### src/rtl/shift_sequencer_8bit_if.sv
// rtl/shift_sequencer_8bit_if.sv - request/result bundle between a controller and the shift sequencer
interface shift_sequencer_8bit_if #(
  parameter int WIDTH = 8,
  parameter int AMT_W = 3
);
  logic             start;
  logic [WIDTH-1:0] x;
  logic [AMT_W-1:0] amt;
  logic [1:0]       op;
  logic             busy;
  logic             done;
  logic [WIDTH-1:0] f;
  logic             cout;

  modport master (
    output start, x, amt, op,
    input  busy, done, f, cout
  );

  modport slave (
    input  start, x, amt, op,
    output busy, done, f, cout
  );
endinterface

### src/rtl/shift_sequencer_8bit.sv
// rtl/shift_sequencer_8bit.sv - multi-bit shift run as one single-bit step per clock
module shift_sequencer_8bit #(
  parameter int WIDTH = 8,
  parameter int AMT_W = 3
) (
  input logic                 clk,
  input logic                 rst,
  shift_sequencer_8bit_if.slave bus
);

  typedef enum logic [1:0] {
    S_IDLE  = 2'b00,
    S_SHIFT = 2'b01,
    S_DONE  = 2'b10
  } state_t;

  localparam logic [1:0] OP_SRL = 2'b00;
  localparam logic [1:0] OP_SLL = 2'b01;
  localparam logic [1:0] OP_SRA = 2'b10;

  state_t           state_q, state_n;
  logic [WIDTH-1:0] r_q, r_n;
  logic [WIDTH-1:0] f_q, f_n;
  logic [AMT_W-1:0] count_q, count_n;
  logic [1:0]       op_q, op_n;
  logic             carry_q, carry_n;
  logic             cout_q, cout_n;

  always_ff @(posedge clk) begin
    if (rst) begin
      state_q <= S_IDLE;
      r_q     <= '0;
      f_q     <= '0;
      count_q <= '0;
      op_q    <= '0;
      carry_q <= 1'b0;
      cout_q  <= 1'b0;
    end else begin
      state_q <= state_n;
      r_q     <= r_n;
      f_q     <= f_n;
      count_q <= count_n;
      op_q    <= op_n;
      carry_q <= carry_n;
      cout_q  <= cout_n;
    end
  end

  always_comb begin
    state_n = S_IDLE;
    r_n     = r_q;
    f_n     = f_q;
    count_n = count_q;
    op_n    = op_q;
    carry_n = carry_q;
    cout_n  = cout_q;
    case (state_q)
      // DONE accepts a new request exactly like IDLE so operations can run back to back
      S_IDLE, S_DONE: begin
        if (bus.start) begin
          r_n     = bus.x;
          count_n = bus.amt;
          op_n    = bus.op;
          carry_n = 1'b0;
          state_n = S_SHIFT;
        end
      end
      S_SHIFT: begin
        state_n = S_SHIFT;
        if (count_q != '0) begin
          count_n = count_q - AMT_W'(1);
          case (op_q)
            OP_SRL: begin
              r_n     = {1'b0, r_q[WIDTH-1:1]};
              carry_n = r_q[0];
            end
            OP_SLL: begin
              r_n     = {r_q[WIDTH-2:0], 1'b0};
              carry_n = r_q[WIDTH-1];
            end
            OP_SRA: begin
              r_n     = {r_q[WIDTH-1], r_q[WIDTH-1:1]};
              carry_n = r_q[0];
            end
            default: begin
              r_n     = {r_q[0], r_q[WIDTH-1:1]};
              carry_n = r_q[0];
            end
          endcase
        end else begin
          f_n     = r_q;
          cout_n  = carry_q;
          state_n = S_DONE;
        end
      end
      default: state_n = S_IDLE;
    endcase
  end

  assign bus.busy = (state_q == S_SHIFT);
  assign bus.done = (state_q == S_DONE);
  assign bus.f    = f_q;
  assign bus.cout = cout_q;

endmodule

### src/flat_wrapper.sv
// flat-port wrapper written by rule: the top's interface ports become plain ports
module shift_sequencer_8bit_flat 
#(
  parameter int WIDTH = 8,
  parameter int AMT_W = 3
)
  (clk, rst, bus_start, bus_x, bus_amt, bus_op, bus_busy, bus_done, bus_f, bus_cout);
  shift_sequencer_8bit_if #(.WIDTH(WIDTH), .AMT_W(AMT_W)) bus_i ();
  input logic clk;
  input logic rst;
  input wire logic [$bits(bus_i.start)-1:0] bus_start;
  input wire logic [$bits(bus_i.x)-1:0] bus_x;
  input wire logic [$bits(bus_i.amt)-1:0] bus_amt;
  input wire logic [$bits(bus_i.op)-1:0] bus_op;
  output wire logic [$bits(bus_i.busy)-1:0] bus_busy;
  output wire logic [$bits(bus_i.done)-1:0] bus_done;
  output wire logic [$bits(bus_i.f)-1:0] bus_f;
  output wire logic [$bits(bus_i.cout)-1:0] bus_cout;
  assign bus_i.start = bus_start;
  assign bus_i.x = bus_x;
  assign bus_i.amt = bus_amt;
  assign bus_i.op = bus_op;
  assign bus_busy = bus_i.busy;
  assign bus_done = bus_i.done;
  assign bus_f = bus_i.f;
  assign bus_cout = bus_i.cout;
  shift_sequencer_8bit #(.WIDTH(WIDTH), .AMT_W(AMT_W)) u_core (.clk(clk), .rst(rst), .bus(bus_i));
endmodule
### config.mk
export PLATFORM = sky130hd
export DESIGN_NAME = shift_sequencer_8bit_flat
export DESIGN_NICKNAME = d
export VERILOG_FILES = /design/src/rtl/shift_sequencer_8bit_if.sv /design/src/rtl/shift_sequencer_8bit.sv /design/src/flat_wrapper.sv
export SDC_FILE = /design/constraint.sdc
export NUM_CORES = 1
export LEC_CHECK = 0
export ABC_CLOCK_PERIOD_IN_PS = 1300
export BUFFER_PORTS_ARGS = -buffer_cell sky130_fd_sc_hd__buf_4
export CAP_MARGIN = 10
export CORE_MARGIN = 5
export CORE_UTILIZATION = 35
export CTS_CLUSTER_DIAMETER = 100
export CTS_CLUSTER_SIZE = 20
export DETAILED_ROUTE_END_ITERATION = 8
export PLACE_DENSITY = 0.67
export SLEW_MARGIN = 20
export SYNTH_ARGS = -nofsm -noshare
export SYNTH_HDL_FRONTEND = slang
export SYNTH_SLANG_ARGS = --single-unit
### constraint.sdc
create_clock -name clk -period 1.3 [get_ports clk]
set_input_delay 0.13 -clock clk [delete_from_list [all_inputs] [get_ports clk]]
set_output_delay 0.13 -clock clk [all_outputs]
set_load 0.01 [all_outputs]
==> flow_metrics.py <==
metrics = {
    "outcome": {
        "status": "completed",
    },
    "global_routing": {
        "top_usage_layer": "met2",
        "met3_usage": 0.01970,
        "antenna_found_initial": 0,
        "grt.overflow.total": 0,
        "grt_pass1_vias": 1120,
        "met2_usage": 0.2408,
        "grt_max_degree": 26,
        "grt_usage": 0.1468,
        "grt_pass1_wl_mm": 5.154,
        "use_met1": 0.1930,
    },
    "clock_tree": {
        "cts_root_buffer": "clkbuf_4",
        "cts_tree": "built",
        "cts_htree_levels": 1,
        "cts.clk_slew.worst_paths_ns": 0.13,
        "clock_sinks": 25,
        "numCtsBuffers": 3,
        "cts_setup_buffers": 0,
        "postCtsHoldBufs": 0,
        "cts_buffer_depth": 2,
        "clkLatencyLatePin_ns": 0.33,
    },
    "floorplanning": {
        "start_util": 0.3613,
        "fp.coreArea_um2": 3311,
        "dieArea_um2": 4687,
        "fp.dieW_um": 68.46,
        "die_h_um": 68.46,
        "num_rows": 21,
        "io_pins": 27,
    },
    "min_path": {
        "min_path_cells": 3,
        "hold_end": "u_core.op_q[0]",
        "hold_path.class": "primary input to flip-flop",
        "hold_path_startpoint": "bus_op[0]",
    },
    "layout": {
        "layout-drive-gt1-share": 0.4101,
        "final_common_cell": "buf_4",
        "mostFrequentLayoutCells": "35 x buf_4, 33 x nand2_1, 19 x dfxtp_1, 15 x nor2_1, 13 x a21oi_1",
        "finalCoreUtilization": 0.4951,
        "nets": 197,
        "diodes": 0,
        "syn_to_final_growth_pct": 37.03,
        "fillers": 326,
    },
    "synthesis": {
        "yosys.area.top_type_share": 0.4184,
        "synth.distinct_cells": 37,
        "yosysTopAreaCell": "dfxtp_1",
        "ys_ff_latch": 25,
        "synth_nets": 163,
        "yosys_warnings": 0,
        "synth_area_leaders": "dfxtp_1 42%, nand2_1 12%, a21oi_1 6.7%",
        "avgSynthCellArea_um2": 8.249,
        "yosysSeqAreaShare": 0.4184,
        "syn_area_um2": 1196,
        "postSynthCellCount": 145,
    },
    "sta": {
        "relSlewSlack": 0.8064,
        "fmax_mhz": 772.0,
        "drv_slew": 0,
        "post-route-period-util": 0.9964,
        "setup_viol": 0,
        "max_slew.worst_pin.slew_ns": 0.2904,
        "hold_viol_final": 0,
        "rsz0062_at_grt": "true",
        "fin_skew_ns": 0.01363,
        "setup_tns_ns": 0,
        "fin_crit_ns": 1.295,
    },
    "drt": {
        "drc_errors": 0,
        "postRouteAntennaNets": 0,
        "route.vias.total": 1132,
        "drt_iter0_markers": 55,
        "drt-vias-per-instance": 5.054,
        "dr.pass1.iters": 4,
        "routed_wl_mm": 3.130,
        "wl_per_cell_um": 13.97,
    },
    "power_and_ir_drop": {
        "ir_drop_mv": 0.5668,
        "pwr-share-comb": 0.292,
        "powerDensity_nw_per_um2": 1064,
        "power_leakage_nw": 0.6408,
        "pwr-share-clk": 0.207,
        "p_switching_w": 0.0005367,
        "switching_share": 0.3076,
        "seq_power_share": 0.502,
        "internal_power_w": 0.001208,
    },
    "job": {
        "cap_violations": 0,
    },
    "critical_path": {
        "worstPathMaxFanout": 5,
        "arrival_ns": 1.51,
        "critPathLaunch": "u_core.count_q[1]",
        "r2r_start": "u_core.count_q[1]",
        "r2r_cells": 7,
        "worstSetupEndpointType": "flip-flop",
        "reg2reg_setup_slack_ns": 0.005,
        "crit_required_ns": 1.51,
        "critPathKind": "flip-flop to flip-flop",
        "r2r_end": "u_core.bus.f[7]",
        "startpoint_type": "flip-flop",
    },
    "placement": {
        "hpwl_mm": 2.140,
        "gp_congestion": 0.8211,
        "port_buffers": 26,
    },
}
## flip-flops by register name (all words and copies together) (netlist names)
name             flops
u_core.bus.f         8
u_core.r_q           8
u_core.count_q       3
u_core.op_q          2
u_core.state_q       2
u_core.bus.cout      1
u_core.carry_q       1
## worst max-delay path, stage by stage, from the launching register on
cell,delay [ns]
dfxtp_2,0.34
inv_2,0.07
ha_4,0.14
nand2b_4,0.06
buf_4,0.15
or2_4,0.28
nand2_1,0.07
a21oi_1,0.07
## stage by stage
step           hold slack [ns]  total power [W]  instances  worst slack (ns)  area, um^2
6_report               0.04208         0.001745        224          0.004701        1639
5_1_grt                0.04485         0.001853        224          -0.05917        1639
4_1_cts                0.04158         0.001742        224          -0.01126        1605
3_5_place_dp            0.3760         0.001313        218           -0.1478        1489
3_3_place_gp            0.3755         0.001293        218          -0.07881        1489
2_1_floorplan           0.2772         0.001146        145           0.01773        1196
## worst max-delay path by stage
stage / slack (ns) / end / depth (start not counted)
finish: 0.005 / u_core.bus.f[7] / 7
detailed placement: -0.15 / u_core.bus.f[7] / 7
global route: -0.06 / u_core.r_q[1] / 7
global placement: -0.08 / u_core.bus.f[6] / 7
CTS: -0.01 / u_core.r_q[6] / 7
floorplan: 0.02 / u_core.r_q[4] / 7
## per-layer routing
metal  wire length, um  vias up
li1                  -      556
met1              1361      535
met2              1583       38
met3               155        3
met4                29        0
met5                 0        -
## power groups by stage
stage	logic, W	clock network, W	registers (W)
2_1_floorplan	0.000274	0	0.000872
3_3_place_gp	0.000414	0	0.000878
3_5_place_dp	0.000430	0	0.000883
4_1_cts	0.000494	0.000375	0.000873
5_1_grt	0.000558	0.000411	0.000884
6_report	0.000509	0.000361	0.000875
## logic make-up (layout without fill, tap and decap cells)
family	Yosys count	in the layout	synth area share
multiplexers	4	4	0.03556
flip-flops	25	25	0.4184
AND/OR/NAND/NOR	66	67	0.2354
buffers and inverters	14	46	0.07845
AO/OA/AOI/OAI	33	33	0.2040
adder cells (fa/ha/maj)	2	2	0.02092
XOR/XNOR	1	1	0.007324
## what timing repair did
action                     4_1_cts  5_1_grt
pin swaps                        3        5
resized for setup               16       11
setup endpoints to repair       21       19
cloned                           2        0
## synth_stat cells, drive strengths merged
master  instances
inv             3
nor2           16
or2             1
ha              2
nand3b          1
a21oi          19
and3            1
a21o            1
clkbuf          3
nor3            1
buf             8
mux2i           2
a311o           6
nand2b          3
a32oi           1
nand2          37
a311oi          1
a221oi          1
a22oi           1
a211oi          2
nor2b           3
a31oi           1
nand3           3
xor2            1
dfxtp          25
mux2            2
## cell type report
cell class | count | area [um^2] | area share
Multi-Input combinational cell | 107 | 678.2 | 0.4137
Inverter | 3 | 18.77 | 0.01145
Sequential cell | 25 | 508.0 | 0.3099
Timing Repair Buffer | 39 | 346.6 | 0.2115
Tap cell | 46 | 57.56 | 0.03511
Clock buffer | 3 | 22.52 | 0.01374
Clock inverter | 1 | 7.507 | 0.004580
No activity file was read; power rests on OpenSTA's default activity.
